==> config.mk <==
export PLATFORM = sky130hd
export DESIGN_NAME = instr_encoder
export DESIGN_NICKNAME = d
export VERILOG_FILES = /design/src/rtl/instr_encoder_pkg.sv /design/src/rtl/instr_encoder_fifo.sv /design/src/rtl/instr_encoder.sv
export SDC_FILE = /design/constraint.sdc
export NUM_CORES = 1
export LEC_CHECK = 0
export ABC_AREA = 0
export CAP_MARGIN = 5
export CORE_MARGIN = 2
export CORE_UTILIZATION = 57
export DETAILED_ROUTE_END_ITERATION = 12
export MAX_ROUTING_LAYER = met4
export PLACE_DENSITY_LB_ADDON = 0.08
export SLEW_MARGIN = 20
export SYNTH_ARGS = -nofsm -noshare
export SYNTH_HDL_FRONTEND = slang
export SYNTH_SLANG_ARGS = --single-unit
==> constraint.sdc <==
create_clock -name clk -period 11 [get_ports clk]
set_clock_uncertainty 0.1 [all_clocks]
set_input_delay 2.2 -clock clk [delete_from_list [all_inputs] [get_ports clk]]
set_output_delay 2.2 -clock clk [all_outputs]
set_load 0.005 [all_outputs]
==> src/rtl/instr_encoder_pkg.sv <==
// Shared RV32I opcode constants and instruction-format enum.
// Used by both the field encoder and the core's field decoder.
package instr_encoder_pkg;

  localparam logic [6:0] OP_R      = 7'b0110011;
  localparam logic [6:0] OP_IMM    = 7'b0010011;
  localparam logic [6:0] OP_LOAD   = 7'b0000011;
  localparam logic [6:0] OP_JALR   = 7'b1100111;
  localparam logic [6:0] OP_STORE  = 7'b0100011;
  localparam logic [6:0] OP_BRANCH = 7'b1100011;
  localparam logic [6:0] OP_LUI    = 7'b0110111;
  localparam logic [6:0] OP_AUIPC  = 7'b0010111;
  localparam logic [6:0] OP_JAL    = 7'b1101111;

  typedef enum logic [2:0] {
    FMT_R,
    FMT_I,
    FMT_S,
    FMT_B,
    FMT_U,
    FMT_J,
    FMT_BAD
  } fmt_e;

  function automatic fmt_e fmt_of(input logic [6:0] op);
    fmt_e f;
    f = FMT_BAD;
    unique case (1'b1)
      op == OP_R:      f = FMT_R;
      op == OP_IMM,
      op == OP_LOAD,
      op == OP_JALR:   f = FMT_I;
      op == OP_STORE:  f = FMT_S;
      op == OP_BRANCH: f = FMT_B;
      op == OP_LUI,
      op == OP_AUIPC:  f = FMT_U;
      op == OP_JAL:    f = FMT_J;
      default:         f = FMT_BAD;
    endcase
    return f;
  endfunction

endpackage

==> src/rtl/instr_encoder_fifo.sv <==
// Synchronous FIFO holding encoded words ahead of the memory writer.
// Ports: wr_en_i/wr_data_i push, rd_en_i pop, rd_data_o head, full/empty/count.
module instr_fifo #(
  parameter int DEPTH = 4,
  parameter int W     = 32,
  localparam int AW   = $clog2(DEPTH),
  localparam int CW   = AW + 1
) (
  input  logic          clk,
  input  logic          rst,
  input  logic          wr_en_i,
  input  logic [W-1:0]  wr_data_i,
  input  logic          rd_en_i,
  output logic [W-1:0]  rd_data_o,
  output logic          full_o,
  output logic          empty_o,
  output logic [CW-1:0] count_o
);

  logic [W-1:0]  mem_q [DEPTH];
  logic [AW-1:0] wr_ptr_q, wr_ptr_d;
  logic [AW-1:0] rd_ptr_q, rd_ptr_d;
  logic [CW-1:0] count_q, count_d;
  logic          wr, rd;

  assign full_o  = (count_q == CW'(DEPTH));
  assign empty_o = (count_q == '0);
  assign count_o = count_q;
  assign wr      = wr_en_i && !full_o;
  assign rd      = rd_en_i && !empty_o;

  // Head reads as zero when nothing is queued.
  assign rd_data_o = empty_o ? '0 : mem_q[rd_ptr_q];

  always_comb begin
    wr_ptr_d = wr_ptr_q;
    rd_ptr_d = rd_ptr_q;
    count_d  = count_q;
    if (wr) wr_ptr_d = wr_ptr_q + 1'b1;
    if (rd) rd_ptr_d = rd_ptr_q + 1'b1;
    unique case ({wr, rd})
      2'b10:   count_d = count_q + 1'b1;
      2'b01:   count_d = count_q - 1'b1;
      default: count_d = count_q;
    endcase
  end

  always_ff @(posedge clk) begin
    if (rst) begin
      wr_ptr_q <= '0;
      rd_ptr_q <= '0;
      count_q  <= '0;
    end else begin
      wr_ptr_q <= wr_ptr_d;
      rd_ptr_q <= rd_ptr_d;
      count_q  <= count_d;
    end
  end

  always_ff @(posedge clk) begin
    if (wr) mem_q[wr_ptr_q] <= wr_data_i;
  end

endmodule

==> src/rtl/instr_encoder.sv <==
// Packs RV32I fields into instruction words and streams them with addresses.
// Ports: in_* field handshake, out_* word/addr handshake, err pulse, count.
module instr_encoder
  import instr_encoder_pkg::*;
#(
  parameter int          DEPTH     = 4,
  parameter int          ADDR_W    = 10,
  parameter int unsigned BASE_ADDR = 0
) (
  input  logic                     clk,
  input  logic                     rst,
  input  logic                     in_valid,
  output logic                     in_ready,
  input  logic [6:0]               opcode,
  input  logic [4:0]               rd,
  input  logic [2:0]               f3,
  input  logic [4:0]               rs1,
  input  logic [4:0]               rs2,
  input  logic                     f7,
  input  logic [31:0]              imm,
  output logic                     out_valid,
  input  logic                     out_ready,
  output logic [31:0]              out_instr,
  output logic [ADDR_W-1:0]        out_addr,
  output logic                     err,
  output logic [$clog2(DEPTH):0]   count
);

  fmt_e              fmt;
  logic              shift;
  logic              accept;
  logic              push;
  logic              pop;
  logic              full;
  logic              empty;
  logic [31:0]       word;
  logic [ADDR_W-1:0] addr_q, addr_d;
  logic              err_q, err_d;

  assign fmt    = fmt_of(opcode);
  assign shift  = (opcode == OP_IMM) &&
                  ((f3 == 3'b001) || (f3 == 3'b101));
  assign accept = in_valid && in_ready;
  assign push   = accept && (fmt != FMT_BAD);
  assign pop    = out_valid && out_ready;

  // Depends only on registered occupancy, so a pop never
  // opens in_ready in the same cycle.
  assign in_ready  = !full;
  assign out_valid = !empty;

  always_comb begin
    word = '0;
    unique case (fmt)
      FMT_R:
        word = {1'b0, f7, 5'b0, rs2, rs1, f3, rd, opcode};
      FMT_I:
        if (shift)
          word = {1'b0, f7, 5'b0, imm[4:0], rs1, f3, rd, opcode};
        else
          word = {imm[11:0], rs1, f3, rd, opcode};
      FMT_S:
        word = {imm[11:5], rs2, rs1, f3, imm[4:0], opcode};
      FMT_B:
        word = {imm[12], imm[10:5], rs2, rs1, f3,
                imm[4:1], imm[11], opcode};
      FMT_U:
        word = {imm[31:12], rd, opcode};
      FMT_J:
        word = {imm[20], imm[10:1], imm[11],
                imm[19:12], rd, opcode};
      default:
        word = '0;
    endcase
  end

  instr_fifo #(
    .DEPTH (DEPTH),
    .W     (32)
  ) u_fifo (
    .clk       (clk),
    .rst       (rst),
    .wr_en_i   (push),
    .wr_data_i (word),
    .rd_en_i   (pop),
    .rd_data_o (out_instr),
    .full_o    (full),
    .empty_o   (empty),
    .count_o   (count)
  );

  // Address tracks the head word; wraps silently.
  assign addr_d = pop ? addr_q + 1'b1 : addr_q;
  assign err_d  = accept && (fmt == FMT_BAD);

  always_ff @(posedge clk) begin
    if (rst) begin
      addr_q <= ADDR_W'(BASE_ADDR);
      err_q  <= 1'b0;
    end else begin
      addr_q <= addr_d;
      err_q  <= err_d;
    end
  end

  assign out_addr = addr_q;
  assign err      = err_q;

endmodule

; Yosys cells after proc, flatten, opt, wreduce, memory -nomap -nowiden
; Memories as Yosys holds them, arrays and structs flattened. A register that Yosys moved wholly into a read port is not among the register bits.
; Cells that the tools add are included.
[totals]
out_inout_bits = 48
ram_bits = 128
inputBits = 62
mem_count = 1
latch_bits = 0
mem_bits_ro = 0
register_bits = 18
wordCells = 56
[memory_table]
columns = name, words, width, read_ports, rd_ports_with_merged_regs, wr, line_no
row1 = u_fifo.mem_q, 4, 32, 1, 1, 1, instr_encoder_fifo.sv:20  ; logic [W-1:0] mem_q [DEPTH];
[classes]
n_mux = 9
div_mod_pow = 0
reduce_logical = 15
bitwise = 0
n_addsub = 5
n_eq_ne = 21
magnitude_cmp = 0
multipliers = 0
n_shift = 0
[op_table]
columns = cell, count
row1 = $pmux 32 s6, 1
row2 = $mux 32, 2
row3 = $eq 7x6->1 const B, 3
row4 = $eq 7x7->1 const B, 3
row5 = $pmux 3 s6, 1
row6 = $eq 3x3->1 const B, 5
row7 = $eq 7x5->1 const B, 2
row8 = $add 10x1->10 const B, 1
row9 = $eq 7x2->1 const B, 1
row10 = $logic_and 1x1->1, 7
row11 = $eq 3x1->1 const B, 2
row12 = $eq 3x2->1 const B, 2
row13 = $logic_not 3->1, 2
row14 = $pmux 3 s2, 1
row15 = $add 2x1->2 const B, 2
row16 = $mux 2, 2
row17 = $add 3x1->3 const B, 1
row18 = $ne 3x3->1 const B, 1
row19 = $reduce_or 3->1, 1
row20 = $sub 3x1->3 const B, 1
row21 = $eq 2x1->1 const B, 1
row22 = $eq 2x2->1 const B, 1
row23 = $logic_not 1->1, 2
row24 = $mux 1, 2
row25 = other kinds (3), 3

; Logic depth before layout (Yosys ltp)
; Gate-level depths: netlist of run 1.
[depth]
word_depth = 8
depth_mapped = 17
mapped_depth_nobuf = 13

; Modules after synthesis
; From an unflattened synthesis of run 1, not the netlist that was laid out.
[unflattened]
hier_cells = 423
hier_area_um2 = 6682.7
[modules_own_cells]
columns = module, n_inst, seq_area_each_um2, cells_each, area_each_um2
row1 = instr_fifo, 1, 4023.9, 256, 5421.4
row2 = instr_encoder, 1, 220.2, 167, 1261.2

; Worst setup path after synthesis of run 1
; Ideal clock, no wire load.
[synth_path]
path_type = input -> register
start = in opcode[6]
end = mem u_fifo.mem_q[0][0] (enable)
path_buffers = 4
t_arrival_ns = 4.868
required_time_ns = 10.508
stages = 10
setup_ns = 0.392
path_slack_ns = 5.640
cell_sequence = buf_2 > nor3b_1 > o2111a_1 > clkinv_1 > clkbuf_1 > ha_1 > clkbuf_1 > o21ai_1 > clkbuf_1 > and3_1
[synth_via]
elab_chain_cells = 8
elab_cells_between_ends = 17
classes_between = eq/ne (10) / mux (3) / reduce/logical (4)
[synth_rtl]
columns = item, line_no
row1 = start: declaration, instr_encoder.sv:14  ; input logic [6:0] opcode,
row2 = "$eq 7x2->1, or another cell as far along", instr_encoder_pkg.sv:31  ; op == OP_LOAD,
row3 = $reduce_or 3->1 / $reduce_or 2->1 (equally long branches), instr_encoder_pkg.sv:28  ; unique case (1'b1)
row4 = $pmux 3 s6 *, instr_encoder_pkg.sv:28
row5 = $ne 3x3->1 *, instr_encoder.sv:44  ; assign push = accept && (fmt != FMT_BAD);
row6 = $logic_and 1x1->1 *, instr_encoder.sv:44
row7 = $logic_and 1x1->1 *, instr_encoder_fifo.sv:29  ; assign wr = wr_en_i && !full_o;
row8 = $mux 1 *, instr_encoder_fifo.sv:61  ; if (wr) mem_q[wr_ptr_q] <= wr_data_i;
row9 = $mux 1 (not written as such) *, instr_encoder_fifo.sv:61
row10 = end: declaration, instr_encoder_fifo.sv:20
; Every way passes the cells marked *; elsewhere a longest branch is shown, timed or not.

; Worst setup path after layout of run 1
[layout_path]
start = in opcode[6]
end = reg u_fifo.count_q[2], in the netlist u_fifo.count_o[2]
[layout_via]
elab_chain_cells = 8
elab_cells_between_ends = 19
classes_between = eq/ne (12) / mux (2) / reduce/logical (5)
[layout_rtl]
columns = item, line_no
row1 = "$eq 7x2->1, or another cell as far along", instr_encoder_pkg.sv:31
row2 = $reduce_or 3->1 / $reduce_or 2->1 (equally long branches), instr_encoder_pkg.sv:28
row3 = $pmux 3 s6 *, instr_encoder_pkg.sv:28
row4 = $ne 3x3->1 *, instr_encoder.sv:44
row5 = $logic_and 1x1->1 *, instr_encoder.sv:44
row6 = $logic_and 1x1->1 *, instr_encoder_fifo.sv:29
row7 = $eq 2x1->1 / $eq 2x2->1 (equally long branches), instr_encoder_fifo.sv:41  ; unique case ({wr, rd})
row8 = $pmux 3 s2 / $reduce_bool 2->1 (equally long branches), -
row9 = end signal: assignment, instr_encoder_fifo.sv:56  ; count_q <= count_d;
row10 = end: declaration, instr_encoder_fifo.sv:23  ; logic [CW-1:0] count_q, count_d;
; Marks and branches as above.
; A chain may end at the register's enable or synchronous reset.

==> results of run 1 <==
## sequential cells by signal, indices dropped and copies added (netlist names), named ones only
register,count
u_fifo.wr_ptr_q,2
u_fifo.mem_q,128
u_fifo.rd_ptr_q,2
err,1
u_fifo.count_o,3
out_addr,10
## cell usage in the layout, fill, tap and decap left out, drive strengths merged, types with 14 or more instances in the layout
| cell type | n |
|---|---|
| edfxtp | 128 |
| clkbuf | 17 |
| dfxtp | 20 |
| nor2 | 29 |
| mux4 | 32 |
| o21ai | 15 |
| nor2b | 32 |
| nand3 | 14 |
| clkdlybuf4s50 | 109 |
| a21oi | 22 |
## power by group through the flow
stage | combinational (mW) | clock [mW] | sequential [mW]
global placement | 0.110 | 0 | 0.625
floorplan | 0.0475 | 0 | 0.622
detailed placement | 0.111 | 0 | 0.625
global route | 0.119 | 0.640 | 0.614
finish | 0.112 | 0.610 | 0.613
CTS | 0.112 | 0.616 | 0.613
## cells by family after synthesis
group,count (synthesis)
flip-flops,148
AO/OA/AOI/OAI,59
buffers and inverters,34
multiplexers,38
AND/OR/NAND/NOR,135
adder cells (fa/ha/maj),9
XOR/XNOR,13
## critical path: stages
cell and delay (ps):
clkdlybuf4s50_1 580, and4b_1 300, o2111a_1 390, clkinv_1 330
ha_1 400, o21a_1 430, nor2_1 90, inv_1 70
ha_1 190, inv_1 70, fa_1 390, xor2_1 180
or3_1 320, a21oi_1 140
## stage by stage
| step | setup slack, ps | cell area [um^2] | utilization (%) | hold WS (ps) |
|---|---|---|---|---|
| after CTS | 5240 | 8470 | 74.5 | 425 |
| after global routing | 4950 | 8470 | 74.5 | 459 |
| after floorplan | 5640 | 6600 | - | 384 |
| final | 5150 | 8470 | 74.5 | 425 |
| after detailed placement | 4790 | 7840 | 69.0 | 403 |
| after global placement | 5030 | 7840 | 69.0 | 402 |
## worst paths after layout
kind	from	to	slack, ps
worst max-delay path	opcode[6]	u_fifo.count_o[2]	5150
worst min-delay path	out_addr[9]	out_addr[9]	420
worst max register to register	u_fifo.count_o[1]	u_fifo.count_o[2]	8550
worst min register to register	out_addr[9]	out_addr[9]	420
## per-layer routing
layer / track usage, % / share of wire (%) / vias up
met5: - / 0 / -
met4: 8.07 / 1.7 / 0
met3: 4.74 / 7.0 / 23
met2: 42.0 / 51 / 205
met1: 33.8 / 40 / 2141
li1: - / - / 1908
## area by class of cell
cell class,count,share of cell area [%]
clock buffers,17,5.02
clock inverters,15,2.42
inverters,9,0.399
multi-input cells,254,26.3
flip-flops and latches,148,50.1
well taps,143,2.11
repair buffers,118,13.7
==> flow_summary.toml, run 1 <==
[status]
status = "finished clean"

[clock_tree]
clock_latency_ps = 420
numClockSinks = 148
htreeDepth = 4
cts_root_buf = "clkbuf_16"
cts_setup_buffers = 0
clock_path_buffers = 2
cts_hold_buf = 0
cts_resized = 0
numCtsBuffers = 17
cts_tree = "built"
clkSlewWorstSetupHoldPaths_ps = 60

[cells_and_area]
seq_area_um2 = 4250
multi_input_area_um2 = 2220
syn2layout_area_growth_pct = 28.4
antenna_cells = 0
layout.nets = 618
final_cells = 704
drive_above_1_share_pct = 15.9
fillers = 737

[placed_design]
gp_congestion = 0.857
port_buffers = 109
dp_hpwl_mm = 9.99
dp.cells = 672

[route]
wl_per_cell_um = 21.7
ant_nets = 0
viasPerCell = 6.08
wl_mm = 15.2
vias = 4277
drt_iter0_drc = 312
drc = 0
first_pass_iters = 4

[logic_synthesis]
synth_cell_types = 57
synthTopCellsByCount = "128 x edfxtp_1, 32 x mux4_2, 32 x nor2b_1, 29 x nor2_1"
synth_top_family_by_area = "simple AND/OR/NAND/NOR gates"
synthSimpleGateAreaFrac_pct = 12.3
synthCells = 436
syn_avg_cell_area_um2 = 15.1
yosysMostFrequentCell = "edfxtp_1"
yosys.area.top_type_share_pct = 58.3
synth_ff_type = "edfxtp_1"
synth_xor_xnor_area_share_pct = 1.73
seq_area_frac_synth_pct = 64.3
synth_edf_count = 128
synthArstFlopShare_pct = 0
synth-seq-cells = 148
synth_compound_area_share_pct = 5.92
synth.area.mux_share_pct = 11.9
synthTopCellsByArea = "edfxtp_1 58%, mux4_2 11%, dfxtp_1 6.1%, nor2b_1 3.0%, nor2_1 1.6%"
ys_warn_count = 0
synth_area_leader_cell = "edfxtp_1"
synth_fa_ha_area_share_pct = 1.78
syn_area_um2 = 6600
syn_nets = 506

[power]
power.density_nw_per_um2 = 158
power.total_mw = 1.33
swShare_pct = 21.0
combPwrFrac_pct = 8.4
leakagePower_nw = 2.48
internal_power_mw = 1.05
power_switching_uw = 280
seqPwrFrac_pct = 45.9
clkPwrFrac_pct = 45.7
vdd_ir_drop_max_v = 0.0000970

[timing]
timing.final.hold_violations = 0
tightest_slew_ps = 956
finalMaxSlewViolations = 0
setup_viol = 0
rsz0062_at_grt = "false"
slew_headroom_pct = 36.2
period_needed_ps = 5850
period_share_pct = 53.2
setup_tns_ps = 0
fmax_mhz = 171

[global_routing]
antenna_found_initial = 0
grt_usage_pct = 25.9
grt_pass1_wl_mm = 23.4
grt_max_degree = 34
first_global_vias = 4297
grt_remaining_overflow = 0

[floorplan]
row_count = 39
start_util_pct = 58.0
dieArea_um2 = 12500
io_pins = 110
die_x_um = 112
die_h_um = 112
coreArea_um2 = 11400

[flow_run]
cap_violations = 0

[setup_path]
cp_data_required_time_ps = 11240
crit_fanout = 17
critPathCaptureType = "register"
arrival_ps = 6090
ff2ff_path_depth = 7
critPathLaunchType = "primary input"
criticalPathCategory = "primary input to register"

[hold_path]
hold_depth = 2
hp-class = "register to register"
(Power assumes the default switching activity.)
==> run 2: changes to the inputs <==
- CORE_UTILIZATION: 57 -> 53
- clock period: 11 -> 5.9 ns (I/O delays scaled with it)
==> run 2 against run 1 <==
Effect of this change:
- clock power rose by 90%
- cell count up 3.6%
- non-clock buffer count is 1 higher
- largest power group is now clock
- hold slack gained 13 ps
- sequential cell count stayed put
- critical path depth unchanged
- wire length increased by 1.8%
- critical path type unchanged
- combinational power rose by 86%
- via count is 0.35% higher
==> flow_summary.toml, run 2 (synthesis results as in run 1) <==
[status]
status = "finished clean"

[cells_and_area]
final_common_cell = "edfxtp_1"
drive_above_1_share_pct = 15.5
final_cells = 729
antenna_cells = 0
syn2layout_area_growth_pct = 29.9
regMostFlops = "u_fifo.mem_q"
layout_common_cells = "128 x edfxtp_1, 109 x clkdlybuf4s50_1, 32 x mux4_2, 32 x nor2b_1, 29 x nor2_1"
largest_register_ffs = 128
final_area_um2 = 8570
utilization_pct = 71.1
layout.nets = 619

[floorplan]
dieArea_um2 = 13400
start_util_pct = 54.7
row_count = 40
die_h_um = 116
io_pins = 110
coreArea_um2 = 12100
die_x_um = 116

[clock_tree]
cts_setup_buffers = 0
cts_hold_buf = 0
cts_tree = "built"
cts_root_buf = "clkbuf_16"
cts_resized = 0
numCtsBuffers = 17
clock_latency_ps = 420
htreeDepth = 4
numClockSinks = 148
clock_path_buffers = 2
clkSlewWorstSetupHoldPaths_ps = 50

[route]
viasPerCell = 5.89
drc = 0
wl_mm = 15.5
dr_wl_met3_mm = 1.18
first_pass_iters = 4
wl_per_cell_um = 21.3
top_layer = "met4"
vias = 4292
ant_nets = 0
drt-met1-wl_mm = 6.25
drt_iter0_drc = 316
wl_met2_mm = 7.73

[timing]
finalMaxSlewViolations = 0
slew_headroom_pct = 38.6
period_share_pct = 77.5
rsz0062_at_grt = "false"
fin_hold_ws_ps = 438
setup_viol = 0
setup_tns_ps = 0
period_needed_ps = 4570
tightest_slew_ps = 915
fmax_mhz = 219
timing.final.hold_violations = 0

[placed_design]
dp.cells = 698
dp_hpwl_mm = 9.99
gp_congestion = 0.907
port_buffers = 109
place_area_um2 = 7930

[global_routing]
first_global_vias = 4241
antenna_found_initial = 0
grt_remaining_overflow = 0
grt_max_degree = 34
grt_pass1_wl_mm = 23.7
grt_usage_pct = 25.6

[setup_path]
ff2ff_path_depth = 7
critPathCaptureType = "register"
ff2ff_setup_slack_ps = 3450
reg2reg_from = "u_fifo.count_o[2]"
critPathBufInv = 4
r2r-end = "u_fifo.count_o[2]"
cp_top_family = "compound AO/OA/AOI/OAI gates"
crit_slowest_cell = "clkdlybuf4s50_1"
critPathLaunchType = "primary input"
cp_cell_sequence = "clkdlybuf4s50_1 > and4b_1 > o2111a_1 > clkinv_1 > ha_1 > o21a_1 > nor2_1 > inv_1 > ha_1 > inv_1 > fa_1 > xor2_1 > or3_1 > a21oi_1"
crit_fanout = 12
cp_data_required_time_ps = 6130
slowest_delay_ps = 610
arrival_ps = 4800
criticalPathCategory = "primary input to register"

[hold_path]
hp-class = "register to register"
min-delay-start = "u_fifo.wr_ptr_q[1]"
hold_depth = 2
worstHoldEndpoint = "u_fifo.wr_ptr_q[1]"

[power]
vdd_ir_drop_max_v = 0.000193
leakagePower_nw = 2.50
power.density_nw_per_um2 = 293

[flow_run]
cap_violations = 0
==> run 2: changes by cell type in the layout (fill, tap and decap cells not counted), sizes merged <==
cell / previous run / this run
clkinv: 8 / 7
bufinv: 4 / 6
inv: 11 / 8
clkbuf: 17 / 18
buf: 9 / 10
==> run 2: power by group <==
group	switching, mW	internal [mW]
Combinational	0.0877	0.120
Clock	0.381	0.781
Sequential	0.0103	1.13
Total	0.479	2.04
==> run 2: area by class of cell <==
cell class	instances	area, um^2
clock buffer	18	429
clock inverter	13	213
fill	817	3490
inverter	9	33.8
multi-input combinational	254	2220
sequential	148	4250
tap	168	210
timing repair buffer	119	1220
==> run 2: worst max-delay path by stage <==
stage | start | end | slack (ps) | depth (start not counted)
CTS | opcode[4] | u_fifo.count_o[2] | 1380 | 14
global route | opcode[6] | u_fifo.count_o[2] | 1100 | 14
finish | opcode[4] | u_fifo.count_o[2] | 1330 | 14
detailed placement | opcode[4] | u_fifo.count_o[2] | 1010 | 14
floorplan | opcode[6] | u_fifo.mem_q[0][0] | 1560 | 10
global placement | opcode[4] | u_fifo.count_o[2] | 1200 | 14
==> run 2: through the flow <==
stage	setup WS (ps)	power [mW]
after floorplan	1560	1.25
after global placement	1200	1.37
after detailed placement	1010	1.37
after CTS	1380	2.53
after global routing	1100	2.59
final	1330	2.52
==> run 2: worst register-to-register path: cells and delay by family, from the launching register on <==
kind,cells,cell delay (ps)
fa+ha+maj,2,650
flops,1,440
compound gates,2,620
simple gates,1,330
buf+inv,1,60
xor+xnor,1,170
==> run 2: routing by layer <==
layer  track usage, %  vias to the layer above
met2             40.4                      204
met1             32.6                     2144
met5                -                        -
met4             9.80                        0
met3             5.86                       27
li1                 -                     1917
